**src/rtl/lamp_sequence_monitor.sv**
```systemverilog
// Receive-side checker for the RED -> GREEN -> YELLOW lamp code stream.
// Decodes lamp codes, tracks sequence lock, flags errors and counts completed cycles.
module lamp_sequence_monitor #(
  parameter int CNT_W = 16,
  parameter int ERR_W = 8
) (
  input  logic             clk,
  input  logic             rst,
  input  logic             en,
  input  logic [2:0]       light,
  input  logic             clear_err,
  output logic             red,
  output logic             green,
  output logic             yellow,
  output logic             locked,
  output logic             seq_err,
  output logic             illegal_code,
  output logic             sticky_err,
  output logic [ERR_W-1:0] err_count,
  output logic [CNT_W-1:0] cycle_count
);

  typedef enum logic {HUNT, TRACK} state_t;

  localparam logic [2:0] CODE_RED    = 3'b000;
  localparam logic [2:0] CODE_GREEN  = 3'b001;
  localparam logic [2:0] CODE_YELLOW = 3'b010;

  state_t           state_q, state_d;
  logic [2:0]       expect_q, expect_d;
  logic             red_q, red_d;
  logic             green_q, green_d;
  logic             yellow_q, yellow_d;
  logic             seq_err_q, seq_err_d;
  logic             illegal_q, illegal_d;
  logic             sticky_q, sticky_d;
  logic [ERR_W-1:0] err_count_q, err_count_d;
  logic [CNT_W-1:0] cycle_count_q, cycle_count_d;
  logic             legal;
  logic             err_event;

  always_ff @(posedge clk) begin
    if (rst) begin
      state_q       <= HUNT;
      expect_q      <= CODE_GREEN;
      red_q         <= 1'b0;
      green_q       <= 1'b0;
      yellow_q      <= 1'b0;
      seq_err_q     <= 1'b0;
      illegal_q     <= 1'b0;
      sticky_q      <= 1'b0;
      err_count_q   <= '0;
      cycle_count_q <= '0;
    end else begin
      state_q       <= state_d;
      expect_q      <= expect_d;
      red_q         <= red_d;
      green_q       <= green_d;
      yellow_q      <= yellow_d;
      seq_err_q     <= seq_err_d;
      illegal_q     <= illegal_d;
      sticky_q      <= sticky_d;
      err_count_q   <= err_count_d;
      cycle_count_q <= cycle_count_d;
    end
  end

  always_comb begin
    state_d       = state_q;
    expect_d      = expect_q;
    red_d         = red_q;
    green_d       = green_q;
    yellow_d      = yellow_q;
    seq_err_d     = 1'b0;
    illegal_d     = 1'b0;
    sticky_d      = sticky_q;
    err_count_d   = err_count_q;
    cycle_count_d = cycle_count_q;
    err_event     = 1'b0;
    legal         = (light == CODE_RED) || (light == CODE_GREEN) || (light == CODE_YELLOW);

    if (en) begin
      if (!legal) begin
        illegal_d = 1'b1;
        err_event = 1'b1;
        red_d     = 1'b0;
        green_d   = 1'b0;
        yellow_d  = 1'b0;
        state_d   = HUNT;
      end else begin
        red_d    = (light == CODE_RED);
        green_d  = (light == CODE_GREEN);
        yellow_d = (light == CODE_YELLOW);
        case (state_q)
          HUNT: begin
            if (light == CODE_RED) begin
              state_d  = TRACK;
              expect_d = CODE_GREEN;
            end
          end
          TRACK: begin
            if (light == expect_q) begin
              case (expect_q)
                CODE_GREEN:  expect_d = CODE_YELLOW;
                CODE_YELLOW: begin
                  expect_d      = CODE_RED;
                  cycle_count_d = cycle_count_q + CNT_W'(1);
                end
                default:     expect_d = CODE_GREEN;
              endcase
            end else begin
              seq_err_d = 1'b1;
              err_event = 1'b1;
              if (light == CODE_RED) begin
                expect_d = CODE_GREEN;
              end else begin
                state_d = HUNT;
              end
            end
          end
          default: state_d = HUNT;
        endcase
      end
    end

    // A new error outranks clear_err, so a simultaneous clear restarts the count at one.
    if (err_event) begin
      sticky_d = 1'b1;
      if (clear_err) begin
        err_count_d = ERR_W'(1);
      end else if (err_count_q != '1) begin
        err_count_d = err_count_q + ERR_W'(1);
      end
    end else if (clear_err) begin
      sticky_d    = 1'b0;
      err_count_d = '0;
    end
  end

  assign red          = red_q;
  assign green        = green_q;
  assign yellow       = yellow_q;
  assign locked       = (state_q == TRACK);
  assign seq_err      = seq_err_q;
  assign illegal_code = illegal_q;
  assign sticky_err   = sticky_q;
  assign err_count    = err_count_q;
  assign cycle_count  = cycle_count_q;

endmodule

```
**config.mk**
```make
export PLATFORM = sky130hd
export DESIGN_NAME = lamp_sequence_monitor
export DESIGN_NICKNAME = d
export VERILOG_FILES = /design/src/rtl/lamp_sequence_monitor.sv
export SDC_FILE = /design/constraint.sdc
export NUM_CORES = 1
export LEC_CHECK = 0
export CAP_MARGIN = 10
export CORE_MARGIN = 2
export CORE_UTILIZATION = 50
export DETAILED_ROUTE_END_ITERATION = 10
export MAX_ROUTING_LAYER = met4
export PLACE_DENSITY = 0.82
export SYNTH_ARGS = -nofsm -noshare
export SYNTH_HDL_FRONTEND = slang
export SYNTH_SLANG_ARGS = --single-unit
```
**constraint.sdc**
```tcl
create_clock -name clk -period 5.6 [get_ports clk]
set_clock_uncertainty 0.2 [all_clocks]
set_input_delay 1.12 -clock clk [delete_from_list [all_inputs] [get_ports clk]]
set_output_delay 1.12 -clock clk [all_outputs]
set_load 0.03 [all_outputs]
```
==> reports/results.txt <==
Slew headroom: 26.75%
Bufs on Longest Clock Path: 2
GPL Wtd Cong: 0.8680
CP max stage delay: 0.65 ns
syn avg cell area: 8.541 µm²
Setup Buffers After CTS: 0
Cell Rows: 21
vias in the first global route: 1274
pin count of the biggest net entering global routing: 32
most frequent cells after synthesis: dfxtp_1 (34), nor2_1 (22), a21oi_1 (16)
Netlist Area Pre-Place: 1674 µm²
CTS Sinks: 34
most frequent cell after synthesis: dfxtp_1
final hold violation count: 0
peak supply drop: 0.0001495 V
top routing layer in use: met4
Synth Flop Type: dfxtp_1
Via density: 5.532
Die ar.: 3827 µm²
DRT Pass-1 Iters: 4
CP startpoint kind: input pin
DP HPWL: 2513 µm
CP max-delay cell: clkdlybuf4s50_1
post-DR wirelength/cell: 12.36 µm
Min Hold Slack: 0.2752 ns
WL met3: 119 µm
initial DRC count: 80
Area Overhead vs Synth: 26.61%
post-CTS sizing: 0
Hold WC Path Type: register to register
Clock transition at path regs: 0.10 ns
first-pass GRT wire length: 5609 µm
FF+latch count, synth: 34
Data arrival, critical path: 3.23 ns
critical path class: input pin to register
Crit. End Element: register
WL met1: 1650 µm
crit share post-route: 56.80%
Synth Warn #: 0
Fill cells: 286
fmax: 314.4 MHz
met2 wirelength from detailed routing: 1582 µm
Synth cell types: 41
FFs w/ async S/R, synth: 0%
top cell type by total area after synthesis: dfxtp_1
share of layout cells above drive strength 1: 7.759%
top cell type's share of synthesized area: 40.66%
layout net count: 240
Root Driver: clkbuf_4
MaxCap Viol Count: 0
hold_buf cts: 0
Core Area: 3284 µm²
cells after synthesis: 196
Initial Util: 50.97%
Pwr Total: 0.0004220 W
DP Area: 2059 µm²
RSZ-0062 raised after global routing: no
final WL: 3436 µm
Power Dens Cells: 199.1 nW/µm²
gr ovfl total: 0
die extent in x: 61.87 µm
CP bufs+invs: 1
endpoints failing setup: 0
slew at the pin with the worst max-slew slack: 1.095 ns
TritonCTS clock tree: done
EDFF count, synth: 0
CP cell instances: clkdlybuf4s50_1, xnor2_1, and4_1, nand2_1, or4_1, a21oi_1
cell family contributing the most delay on the critical path: simple AND/OR/NAND/NOR gates
I/O Buffers: 37
Antenna Nets Post-Route: 0
total CTS buffers: 5
antenna violations before repair: 0
final instance area: 2120 µm²
IO Pins: 38
crit-path max FO: 14
status: complete, no violations
H-tree depth: 2
Syn Nets: 205
Die H: 61.87 µm
Slew Viols, Final: 0
post-layout min period: 3.181 ns
main area contributors after synthesis: dfxtp_1 (41%), nor2_1 (4.9%), a21oi_1 (4.8%), xnor2_1 (4.2%), nor3_1 (3.6%)
Clock Latency Late Sink: 0.34 ns
WP data required: 5.65 ns
Leak: 0.6916 nW
diode count: 0
Seq/Total Area, Yosys: 40.66%
gr usage total: 20.49%
Vias: 1538
# DRC: 0
post-route setup TNS: 0 ns
==> placed cells by master (no fill, tap or decap), types with 2 or more instances in the layout <==
cell | synthesis | final
a31o_2 | 2 | 2
nand2b_1 | 2 | 2
dfxtp_1 | 34 | 34
inv_1 | 7 | 7
nand3_1 | 7 | 7
xnor2_1 | 8 | 8
ha_1 | 2 | 2
nand4_1 | 8 | 8
nor3_1 | 12 | 12
a21oi_1 | 16 | 16
clkdlybuf4s50_1 | 0 | 37
nor3b_1 | 3 | 3
o31ai_1 | 4 | 4
o21ai_0 | 4 | 4
or2_2 | 2 | 2
mux2i_1 | 4 | 4
nor2_1 | 22 | 22
nor4_1 | 4 | 4
or4_1 | 4 | 4
or3_1 | 4 | 4
xor2_1 | 2 | 2
nand3b_1 | 2 | 2
nand2_1 | 15 | 15
clkbuf_4 | 0 | 5
and4_1 | 4 | 4
nor2b_1 | 2 | 2
==> layout make-up <==
| class | instances | area [µm²] | share of cell area, % |
|---|---|---|---|
| flip-flops and latches | 34 | 680.7 | 32.11 |
| clock buffers | 7 | 55.05 | 2.597 |
| repair buffers | 37 | 370.4 | 17.47 |
| well taps | 46 | 57.56 | 2.715 |
| clock inverters | 1 | 5.005 | 0.2361 |
| inverters | 7 | 26.28 | 1.240 |
| multi-input cells | 146 | 924.6 | 43.62 |
==> cells by family (layout without fill, tap and decap cells) <==
logic type	count (synthesis)	in the layout	synth area share [%]
multiplexers	6	6	3.961
AND/OR/NAND/NOR	97	97	32.06
buffers and inverters	16	52	4.111
XOR/XNOR	11	11	6.204
flip-flops	34	34	40.66
adder cells (fa/ha/maj)	2	2	1.495
AO/OA/AOI/OAI	30	30	11.51
==> stage by stage <==
stage          std cells  util, %  setup WS (ns)
5_1_grt              278    64.53          2.263
2_1_floorplan        196        -          2.811
6_report             278    64.53          2.419
3_3_place_gp         270    62.70          2.175
3_5_place_dp         270    62.70          2.109
4_1_cts              278    64.53          2.439
==> worst register-to-register path, delay by kind of cell (launching register included) <==
family           cells  cell delay (ns)
AND/OR/NAND/NOR      3             1.12
flip-flops           1             0.38
XOR/XNOR             1             0.24
AO/OA/AOI/OAI        1             0.16
==> per-layer routing <==
metal,global-route usage [%],vias to the layer above
met2,29.32,27
met1,26.56,723
met5,-,-
met4,9.726,0
li1,-,780
met3,5.797,8
==> report_power, final <==
part | leakage [nW] | total (W) | switching, W | internal [W]
Sequential | 0.275 | 0.000246 | 0.00000175 | 0.000244
Clock | 0.0353 | 0.000142 | 0.0000810 | 0.0000608
Combinational | 0.382 | 0.0000346 | 0.0000207 | 0.0000139
==> worst paths after layout <==
path | start | end | slack (ns) | cells after the start
max | light[1] | cycle_count[14] | 2.42 | 6
min | red | red | 0.28 | 2
max reg2reg | expect_q[0] | cycle_count[14] | 3.42 | 5
min reg2reg | red | red | 0.28 | 2
==> sequential cells by signal, indices dropped and copies added (netlist names) <==
| signal | count |
|---|---|
| cycle_count | 16 |
| err_count | 8 |
| expect_q | 3 |
| green | 1 |
| illegal_code | 1 |
| locked | 1 |
| red | 1 |
| seq_err | 1 |
| sticky_err | 1 |
| yellow | 1 |
No activity file was read; power rests on OpenSTA's default activity.
